`src/rtl/button_gesture_decoder.sv`:
```
// Push-button front end: synchronise, debounce, and classify each gesture as
// single press, double press or hold, emitting a one-cycle 2-bit opcode.
module button_gesture_decoder #(
    parameter int DEBOUNCE_CYC = 4,
    parameter int HOLD_CYC     = 16,
    parameter int GAP_CYC      = 8,
    parameter int CNT_W        = 8
) (
    input  logic       clk,
    input  logic       rst,
    input  logic       btn_raw,
    output logic [1:0] select,
    output logic       sel_valid,
    output logic       btn_db
);

    typedef enum logic [2:0] {
        IDLE     = 3'd0,
        PRESS1   = 3'd1,
        WAIT_GAP = 3'd2,
        PRESS2   = 3'd3,
        WAIT_REL = 3'd4
    } state_t;

    localparam logic [1:0] OP_NP = 2'b00;
    localparam logic [1:0] OP_S  = 2'b01;
    localparam logic [1:0] OP_D  = 2'b10;
    localparam logic [1:0] OP_H  = 2'b11;

    localparam logic [CNT_W-1:0] ONE       = CNT_W'(1);
    localparam logic [CNT_W-1:0] DB_LAST   = CNT_W'(DEBOUNCE_CYC - 1);
    localparam logic [CNT_W-1:0] HOLD_LAST = CNT_W'(HOLD_CYC - 1);
    localparam logic [CNT_W-1:0] GAP_LAST  = CNT_W'(GAP_CYC - 1);

    logic             s1;
    logic             s2;
    logic [CNT_W-1:0] dcnt;
    logic [CNT_W-1:0] tmr;
    state_t           state;
    state_t           state_nxt;
    logic [1:0]       sel_nxt;

    always_ff @(posedge clk or negedge rst) begin
        if (!rst) begin
            s1 <= 1'b0;
            s2 <= 1'b0;
        end else begin
            s1 <= btn_raw;
            s2 <= s1;
        end
    end

    // dcnt only runs while the synchronised level disagrees with btn_db
    always_ff @(posedge clk or negedge rst) begin
        if (!rst) begin
            dcnt   <= '0;
            btn_db <= 1'b0;
        end else if (s2 == btn_db) begin
            dcnt <= '0;
        end else if (dcnt == DB_LAST) begin
            dcnt   <= '0;
            btn_db <= s2;
        end else begin
            dcnt <= dcnt + ONE;
        end
    end

    always_ff @(posedge clk or negedge rst) begin
        if (!rst) begin
            state     <= IDLE;
            tmr       <= '0;
            select    <= OP_NP;
            sel_valid <= 1'b0;
        end else begin
            state     <= state_nxt;
            select    <= sel_nxt;
            sel_valid <= (sel_nxt != OP_NP);
            if (state_nxt != state) begin
                tmr <= '0;
            end else if (tmr != '1) begin
                tmr <= tmr + ONE;
            end
        end
    end

    // Button edges are tested before timer expiry so release/press win ties
    always_comb begin
        state_nxt = state;
        sel_nxt   = OP_NP;
        case (state)
            IDLE: begin
                if (btn_db) state_nxt = PRESS1;
            end
            PRESS1: begin
                if (!btn_db) begin
                    state_nxt = WAIT_GAP;
                end else if (tmr == HOLD_LAST) begin
                    state_nxt = WAIT_REL;
                    sel_nxt   = OP_H;
                end
            end
            WAIT_GAP: begin
                if (btn_db) begin
                    state_nxt = PRESS2;
                end else if (tmr == GAP_LAST) begin
                    state_nxt = IDLE;
                    sel_nxt   = OP_S;
                end
            end
            PRESS2: begin
                if (!btn_db) begin
                    state_nxt = IDLE;
                    sel_nxt   = OP_D;
                end else if (tmr == HOLD_LAST) begin
                    state_nxt = WAIT_REL;
                    sel_nxt   = OP_D;
                end
            end
            WAIT_REL: begin
                if (!btn_db) state_nxt = IDLE;
            end
            default: state_nxt = IDLE;
        endcase
    end

endmodule

```
`config.mk`:
```
export PLATFORM = sky130hd
export DESIGN_NAME = button_gesture_decoder
export DESIGN_NICKNAME = d
export VERILOG_FILES = /design/src/rtl/button_gesture_decoder.sv
export SDC_FILE = /design/constraint.sdc
export NUM_CORES = 1
export LEC_CHECK = 0
export CORE_ASPECT_RATIO = 1.75
export CORE_MARGIN = 10
export CORE_UTILIZATION = 40
export DETAILED_ROUTE_END_ITERATION = 7
export SYNTH_ARGS = -nofsm -noshare
export SYNTH_HDL_FRONTEND = slang
export SYNTH_SLANG_ARGS = --single-unit
```
`constraint.sdc`:
```
create_clock -name clk -period 2.2 [get_ports clk]
set_input_delay 0.44 -clock clk [delete_from_list [all_inputs] [get_ports clk]]
set_output_delay 0.44 -clock clk [all_outputs]
set_load 0.01 [all_outputs]
```
Word level (Yosys, flattened, before mapping)

Cells that the tools add are included.
W data, S select, Z words.

Mux-type cells: 19
Divide/modulo/power cells: 0
Eq/ne operators: 10
Order comparisons: 0
Shifts and indexed selects: 0
$add $sub $neg: 2
Reductions and logical operators: 4
Bitwise operators: 1
Multiply operators: 0

Operators with widths:

| kind                  | count |
|---|---|
| $mux W8               | 4 |
| $mux W3               | 7 |
| $add A8 B1 Y8 const B | 2 |
| $pmux W3 S5           | 1 |
| $eq A8 B2 Y1 const B  | 1 |
| $eq A8 B3 Y1 const B  | 1 |
| $eq A8 B4 Y1 const B  | 1 |
| $mux W2               | 4 |
| $ne A8 B8 Y1 const B  | 1 |
| $eq A3 B2 Y1 const B  | 2 |
| $pmux W2 S3           | 1 |
| $reduce_bool A2 Y1    | 2 |
| $eq A3 B1 Y1 const B  | 1 |
| $eq A3 B3 Y1 const B  | 1 |
| $logic_not A3 Y1      | 1 |
| $ne A3 B3 Y1          | 1 |
| $mux W1               | 2 |
| $reduce_and A2 Y1     | 1 |
| $eq A1 B1 Y1          | 1 |
| $not A1 Y1            | 1 |

Input bits: 3
Bits in writable memories: 0
Bits in latches: 0
Register bits: 25
Bits in read-only memories: 0
Memories kept: 0
Word-level logic and storage cells: 44

Logic depth before layout (Yosys ltp)

Depth in word-level cells: 6
Depth in mapped cells: 5
Mapped depth without buffers: 5

Least setup slack after synthesis

No wires, ideal clock.

Kind: reg2reg
Start point: register dcnt[0]
End point: register btn_db
Buffers on the path: 0
Data arrival time: 1.744 ns
Period minus slack after synthesis: 1.869 ns
Library setup time: 0.125 ns
Setup slack: 0.331 ns
Data required time: 2.075 ns
Stages on the path, launching flop included: 5
Cells stage by stage: dfrtp_1 ha_1 or4b_1 or4_4 mux2_4

Word-level cells in the longest chain between the ends: 2

RTL lines:

| element                     | line | source |
|---|---|---|
| start, declared             | 37   | `logic [CNT_W-1:0] dcnt;` |
| start signal, assigned      | 64   | `dcnt <= dcnt + ONE;` |
| $eq A8 B2 Y1                | 60   | `end else if (dcnt == DB_LAST) begin` |
| $reduce_and A2 Y1 (no line) | --   |  |
| end signal, assigned        | 57   | `btn_db <= 1'b0;` |
| end signal, assigned        | 62   | `btn_db <= s2;` |
| end, declared               | 14   | `output logic btn_db` |

No other way between the ends.
A chain may end at the register's enable or synchronous reset.

Worst setup path in the final report

Start point: register dcnt[0]
End point: register dcnt[6]

Word-level cells in the longest chain between the ends: 3
Elaborated cells between the ends (all ways): 4

RTL lines:

| element                                              | line   | source |
|---|---|---|
| $add A8 B1 Y8 / $eq A8 B2 Y1 (equally long branches) | 64, 60 |  |
| $mux W8 *                                            | 60     |  |
| $mux W8 *                                            | 58     | `end else if (s2 == btn_db) begin` |

Mark *: on every way between the ends. The rest lies on a longest branch, timed or not.

==> flow_results.xml <==
<?xml version="1.0" encoding="UTF-8"?>
<metrics>
  <group name="timing">
    <metric name="fin_skew" unit="ns">0.002703</metric>
    <metric name="final.min_clock_period" unit="ns">1.989</metric>
    <metric name="max_freq" unit="GHz">0.5028</metric>
    <metric name="maxSlewViolCount" unit="">0</metric>
    <metric name="holdWs" unit="ns">0.3562</metric>
    <metric name="timing.max_slew.rel_slack" unit="">0.6836</metric>
    <metric name="grt_setup_unrepaired" unit="">no</metric>
    <metric name="setup-violations-final" unit="">0</metric>
    <metric name="fin_tns_setup" unit="ns">0</metric>
    <metric name="fin_crit_sh" unit="">0.9040</metric>
    <metric name="worstMarginPinSlew" unit="ns">0.4728</metric>
    <metric name="final_hold_viol_count" unit="">0</metric>
  </group>
  <group name="global_routing">
    <metric name="overflow" unit="">0</metric>
    <metric name="grt_max_degree" unit="">26</metric>
    <metric name="antenna_violations_before_repair" unit="">0</metric>
    <metric name="grt_first_pass_wirelength" unit="mm">4.029</metric>
    <metric name="grtUsageTotal" unit="">0.08956</metric>
    <metric name="first_global_vias" unit="">934</metric>
  </group>
  <group name="critical_path">
    <metric name="criticalPathCategory" unit="">reg2reg</metric>
    <metric name="path_max_fanout" unit="">7</metric>
    <metric name="cp_data_arrival_time" unit="ns">2.14</metric>
    <metric name="endpoint_kind" unit="">flip-flop</metric>
    <metric name="r2r_cells" unit="">5</metric>
    <metric name="critical_path.startpoint_type" unit="">flip-flop</metric>
    <metric name="crit_required" unit="ns">2.35</metric>
  </group>
  <group name="finish">
    <metric name="layout-area-overhead-vs-synth" unit="%">10.58</metric>
    <metric name="finish.utilization" unit="">0.4645</metric>
    <metric name="final_layout_size_suffix_gt1_frac" unit="">0.07752</metric>
    <metric name="finish.net_count" unit="">135</metric>
    <metric name="post_route_cell_area" unit="um2">1360</metric>
    <metric name="antennaDiodeCount" unit="">0</metric>
  </group>
  <group name="placed_design">
    <metric name="post_dp_cell_area" unit="um2">1314</metric>
    <metric name="detailed_place_hpwl" unit="mm">1.717</metric>
    <metric name="place_congestion" unit="">0.7373</metric>
    <metric name="portBuffers" unit="">6</metric>
  </group>
  <group name="synthesis">
    <metric name="dominant_combinational_cell_family_by_area_after_synthesis" unit="">simple AND/OR/NAND/NOR gates</metric>
    <metric name="synth_area_leader_cell" unit="">sky130_fd_sc_hd__dfrtp_1</metric>
    <metric name="ys_seq_elements" unit="">25</metric>
    <metric name="synth.distinct_cells" unit="">32</metric>
    <metric name="synth.yosys.seq_area_share" unit="">0.5086</metric>
    <metric name="post_synth_main_area_contributors" unit="">sky130_fd_sc_hd__dfrtp_1 51%, sky130_fd_sc_hd__xor2_1 6.4%, sky130_fd_sc_hd__nor2_1 5.5%</metric>
    <metric name="synthTopCellsByCount" unit="">25 x sky130_fd_sc_hd__dfrtp_1, 18 x sky130_fd_sc_hd__nor2_1, 9 x sky130_fd_sc_hd__xor2_1, 8 x sky130_fd_sc_hd__nand3_1, 6 x sky130_fd_sc_hd__a31oi_1</metric>
    <metric name="synth_async_sr_flop_share" unit="">1.000</metric>
    <metric name="yosysMostFrequentCell" unit="">sky130_fd_sc_hd__dfrtp_1</metric>
    <metric name="synthCells" unit="">123</metric>
    <metric name="synthesis.nets" unit="">128</metric>
    <metric name="synthesis.area_per_instance" unit="um2">9.999</metric>
    <metric name="area_of_the_mapped_netlist" unit="um2">1230</metric>
    <metric name="synth_enable_flop_cells" unit="">0</metric>
    <metric name="share_of_synthesized_area_spent_on_multiplexers" unit="">0.03662</metric>
    <metric name="post_synth_xor_area_fraction" unit="">0.07121</metric>
    <metric name="synth_fa_ha_area_frac" unit="">0.02035</metric>
    <metric name="synth_largest_type_area_fraction" unit="">0.5086</metric>
    <metric name="post_synth_and_or_nand_nor_area_fraction" unit="">0.2523</metric>
    <metric name="synth_compound_area_frac" unit="">0.08952</metric>
    <metric name="synth_top_flop_cell" unit="">sky130_fd_sc_hd__dfrtp_1</metric>
    <metric name="yosys_warnings" unit="">0</metric>
  </group>
  <group name="power_and_ir_drop">
    <metric name="net-switching-power" unit="W">0.0005100</metric>
    <metric name="p_comb_frac" unit="">0.324</metric>
    <metric name="power.share.sequential" unit="">0.485</metric>
    <metric name="power.share.clock" unit="">0.190</metric>
    <metric name="sw_frac_of_total" unit="">0.3633</metric>
    <metric name="internal_dissipation" unit="W">0.0008938</metric>
    <metric name="irDropWorstVdd" unit="mV">0.5463</metric>
    <metric name="cellPowerDensity" unit="nW/um2">1032</metric>
    <metric name="power.static_leakage" unit="nW">0.6049</metric>
  </group>
  <group name="clock_tree">
    <metric name="worstSkewPairLatency" unit="ns">0.27</metric>
    <metric name="ctsHoldBuffers" unit="">0</metric>
    <metric name="post-cts-setup-buffer-count" unit="">0</metric>
    <metric name="cts.sinks" unit="">25</metric>
    <metric name="clock_tree.root_cell" unit="">sky130_fd_sc_hd__clkbuf_8</metric>
    <metric name="clock_transition_at_the_register_clock_pins_on_the_worst_setup_and_hold_paths_after_cts" unit="ns">0.08</metric>
    <metric name="clock_tree.buffer_depth" unit="">2</metric>
    <metric name="tritoncts.num_buffers" unit="">3</metric>
    <metric name="htreeDepth" unit="">1</metric>
    <metric name="post_cts_resized" unit="">0</metric>
    <metric name="tritoncts" unit="">done</metric>
  </group>
  <group name="route">
    <metric name="wl_per_cell" unit="um">14.94</metric>
    <metric name="detail_route.first_pass.iterations" unit="">2</metric>
    <metric name="first_iter_violations" unit="">20</metric>
    <metric name="routed_via_density" unit="">5.732</metric>
    <metric name="via_count" unit="">900</metric>
    <metric name="detail_route.wirelength" unit="mm">2.346</metric>
    <metric name="detail_route.drc_violations" unit="">0</metric>
    <metric name="antenna_left" unit="">0</metric>
  </group>
  <group name="die">
    <metric name="die_x" unit="um">61.92</metric>
    <metric name="die_area" unit="um2">5780</metric>
    <metric name="initial_utilization" unit="">0.4201</metric>
    <metric name="floorplan.io_pins" unit="">7</metric>
    <metric name="fp.coreArea" unit="um2">2928</metric>
    <metric name="core.rowCount" unit="">26</metric>
    <metric name="die_height" unit="um">93.36</metric>
  </group>
  <group name="worst_hold_path">
    <metric name="worst_hold_path.num_cells" unit="">0</metric>
    <metric name="hp-class" unit="">reg2reg</metric>
  </group>
  <group name="run_status">
    <metric name="run_status" unit="">finished, final reports clean</metric>
  </group>
  <group name="run">
    <metric name="drv.max_cap_violation_count" unit="">0</metric>
  </group>
</metrics>
## flip-flops by register name, indices dropped and copies added, names as in the netlist
| signal | flops |
|---|---|
| btn_db | 1 |
| s1 | 1 |
| tmr | 8 |
| sel_valid | 1 |
| s2 | 1 |
| select | 2 |
| state | 3 |
| dcnt | 8 |
## metrics by stage
| stage | instances | setup slack, ns | total power [W] |
|---|---|---|---|
| 2_1_floorplan | 123 | 0.3306 | 0.0009932 |
| 3_3_place_gp | 153 | 0.3059 | 0.001129 |
| 3_5_place_dp | 153 | 0.2322 | 0.001142 |
| 4_1_cts | 157 | 0.2078 | 0.001415 |
| 5_1_grt | 157 | 0.06917 | 0.001523 |
| 6_report | 157 | 0.2112 | 0.001404 |
## critical path, stage by stage (launching register included)
cell,delay (ns)
sky130_fd_sc_hd__dfrtp_1,0.41
sky130_fd_sc_hd__ha_1,0.24
sky130_fd_sc_hd__or4b_1,0.46
sky130_fd_sc_hd__or4_4,0.45
sky130_fd_sc_hd__nand2_1,0.23
sky130_fd_sc_hd__nor2_1,0.08
## cells by family (layout without fill, tap and decap cells)
group / Yosys count / count (layout)
flip-flops: 25 / 25
buffers and inverters: 7 / 13
adder cells (fa/ha/maj): 2 / 2
XOR/XNOR: 10 / 10
AND/OR/NAND/NOR: 58 / 58
AO/OA/AOI/OAI: 17 / 17
multiplexers: 4 / 4
## worst paths after layout
check                              from      end  slack (ns)
min in group asynchronous           rst   tmr[6]        0.53
worst max-delay path            dcnt[0]  dcnt[6]        0.21
worst min-delay path                 s1       s2        0.36
worst min register to register       s1       s2        0.36
worst max register to register  dcnt[0]  dcnt[6]        0.21
max in group asynchronous           rst   tmr[1]        1.43
## routing by layer
| layer | wire (um) | part of all wire | vias to the layer above | track usage |
|---|---|---|---|---|
| met5 | 0 | 0 | - | 0 |
| met4 | 52 | 0.022 | 0 | 0.04494 |
| met3 | 68 | 0.029 | 5 | 0.01897 |
| met1 | 999 | 0.43 | 439 | 0.09992 |
| met2 | 1225 | 0.52 | 9 | 0.1513 |
| li1 | - | - | 447 | - |
## power groups by stage
stage               clock (W)  combinational (W)  sequential, W
finish               0.000267           0.000455       0.000681
global route         0.000300           0.000523       0.000700
CTS                  0.000274           0.000462       0.000679
detailed placement          0           0.000455       0.000686
global placement            0           0.000450       0.000679
floorplan                   0           0.000364       0.000629
## final cells by class
| class | count | area (um2) |
|---|---|---|
| repair buffers | 7 | 67.56 |
| well taps | 28 | 35.03 |
| clock inverters | 1 | 5.005 |
| multi-input cells | 91 | 578.1 |
| flip-flops and latches | 25 | 625.6 |
| clock buffers | 3 | 41.29 |
| inverters | 2 | 7.507 |
| fillers | 290 | 1568 |
## placed cells by master (no fill, tap or decap), drive strengths merged
cell | Yosys | final
a2111oi | 1 | 1
xnor2 | 1 | 1
a32oi | 1 | 1
nand2 | 5 | 5
nand2b | 3 | 3
nor3 | 5 | 5
dfrtp | 25 | 25
a21oi | 4 | 4
ha | 2 | 2
and2 | 1 | 1
inv | 2 | 2
and3 | 6 | 6
nor2b | 4 | 4
nand3 | 8 | 8
nand3b | 1 | 1
clkinv | 0 | 1
o21ai | 2 | 2
nor3b | 2 | 2
nand4 | 2 | 2
a2bb2oi | 1 | 1
a211oi | 1 | 1
or4b | 1 | 1
buf | 2 | 1
mux2i | 3 | 3
clkbuf | 3 | 3
mux2 | 1 | 1
clkdlybuf4s50 | 0 | 6
o2111ai | 1 | 1
and4bb | 1 | 1
xor2 | 9 | 9
nor2 | 18 | 18
a31oi | 6 | 6
or4 | 1 | 1
(Power assumes the default switching activity.)
==> edit, RTL diff (config.mk and constraints unchanged) <==
Re-encode `state_t` (5 states) as one-hot, 5 bits wide.
--- a/src/rtl/button_gesture_decoder.sv
+++ b/src/rtl/button_gesture_decoder.sv
@@ -14,12 +14,12 @@
     output logic       btn_db
 );
 
-    typedef enum logic [2:0] {
-        IDLE     = 3'd0,
-        PRESS1   = 3'd1,
-        WAIT_GAP = 3'd2,
-        PRESS2   = 3'd3,
-        WAIT_REL = 3'd4
+    typedef enum logic [4:0] {
+        IDLE     = 5'b00001,
+        PRESS1   = 5'b00010,
+        WAIT_GAP = 5'b00100,
+        PRESS2   = 5'b01000,
+        WAIT_REL = 5'b10000
     } state_t;
 
     localparam logic [1:0] OP_NP = 2'b00;
Behaviour: no difference found for any inputs over 10 cycles, from zero or initial values and one cycle with rst low; not proved beyond that.
==> edit against the original RTL <==
  * Largest cell class is now multi-input combinational cells
  * Routed wire length is 38% higher
  * Sequential cell count increased by 2
  * Core utilization fell by 0.64 points
  * Total power is 15% higher
  * Synthesized area increased by 24%
  * First-iteration DRC count grew to 3.0 times the old value
  * Setup slack lost 0.068 ns
  * Hold slack better by 0.0055 ns
  * Clock power rose by 13%
  * Maximum frequency shrank 3.3%
  * Cell area up 23%
==> edit: results (changes against the original RTL) <==
dr.pass1.iters: 4  # +2
num-fill-cells: 344  # +19%
place_congestion: 0.862  # +17%
ys_seq_area_share_pct: 44.3  # -6.6 points
place_area_um2: 1620  # +23%
via_per_inst: 5.88  # +2.5%
use_met1_pct: 9.95  # -0.044 points
ir_drop_mv: 0.565  # +3.4%
leakage_nw: 0.723  # +20%
clkSlewWorstSetupHoldPaths_ns: 0.10  # +0.02 ns
netlist_top_cells_count: "dfrtp_1 (26), nor2_1 (16), nand2_1 (10), nand3_1 (8), xor2_1 (8)"
dr_wl_met3_um: 107  # +57%
cp_max_fo: 5  # -2
wire_per_inst_um: 16.0  # +6.9%
gr-usage-all-layers_pct: 10.3  # +1.3 points
grt_max_degree: 28  # +7.7%
avgSynthCellArea_um2: 10.1  # +1.3%
grt.met2_usage_pct: 18.7  # +3.6 points
synth_cell_types: 47  # +47%
dpl.cell_count: 198  # +29%
drive_gt1_share_pct: 16.0  # +8.3 points
hpwl_mm: 2.37  # +38%
run_status: "finished clean"
grt.met3_usage_pct: 1.99  # +0.092 points
area_growth_pct: 9.82
reg_top3: "dcnt x8, tmr x8, state x5"
drt_iter0_markers: 59  # +200%
grt_pass1_wl_mm: 5.51  # +37%
crit_slowest_cell: "nor4_1"
drt-total-wl_mm: 3.23  # +38%
m1WireLength_mm: 1.23  # +23%
syn-num-nets: 156  # +22%
grt_pass1_vias: 1242  # +33%
finalClockSkew_ns: 0.00242  # -0.000287 ns
wl_met2_mm: 1.79  # +46%
[edit: cell count changes in the layout (fill, tap and decap cells not counted), sizes merged, moves of 3 or more]
cell,before,now
nor2b,4,1
nor4,0,9
nand2,5,10
buf,1,4
[edit: logic make-up (layout without fill, tap and decap cells)]
group / after synthesis / in the layout / synth area share (%)
xor+xnor: 10 / 10 / 5.73
fa+ha+maj: 2 / 2 / 1.64
mux: 3 / 3 / 2.05
flops: 27 / 27 / 44.3
simple gates: 75 / 75 / 30.3
buf+inv: 11 / 16 / 4.09
compound gates: 23 / 23 / 11.9
[edit: cell type report]
type,count,share of cell area (%)
timing repair buffer,10,5.37
sequential,27,40.3
clock buffer,3,2.46
tap,46,3.43
clock inverter,1,0.522
inverter,2,0.447
multi-input combinational,113,47.5
[edit: final timing paths]
check	from	to	slack [ns]	cells past startpoint
max reg2reg	tmr[0]$_DFFE_PN0P_	sel_valid$_DFF_PN0_	0.14	7
max	tmr[0]$_DFFE_PN0P_	sel_valid$_DFF_PN0_	0.14	7
min reg2reg	s1$_DFF_PN0_	s2$_DFF_PN0_	0.36	0
max in group asynchronous	rst	state[0]$_DFF_PN1_	1.37	2
min in group asynchronous	rst	dcnt[4]$_DFF_PN0_	0.52	2
min	s1$_DFF_PN0_	s2$_DFF_PN0_	0.36	0
[edit: power breakdown]
part / internal (mW) / switching, mW
registers: 0.570 / 0.0960
logic: 0.271 / 0.382
clock network: 0.133 / 0.168
[edit: worst register-to-register path: cells and delay by family, from the launching register on]
family / cells / cell delay, ns
compound gates: 1 / 0.12
fa+ha+maj: 1 / 0.19
buf+inv: 1 / 0.18
flops: 1 / 0.40
simple gates: 4 / 1.12
[edit: what timing repair did]
item                       CTS  global route
setup buffers                0             0
resized for setup            0             1
setup endpoints to repair    0             1
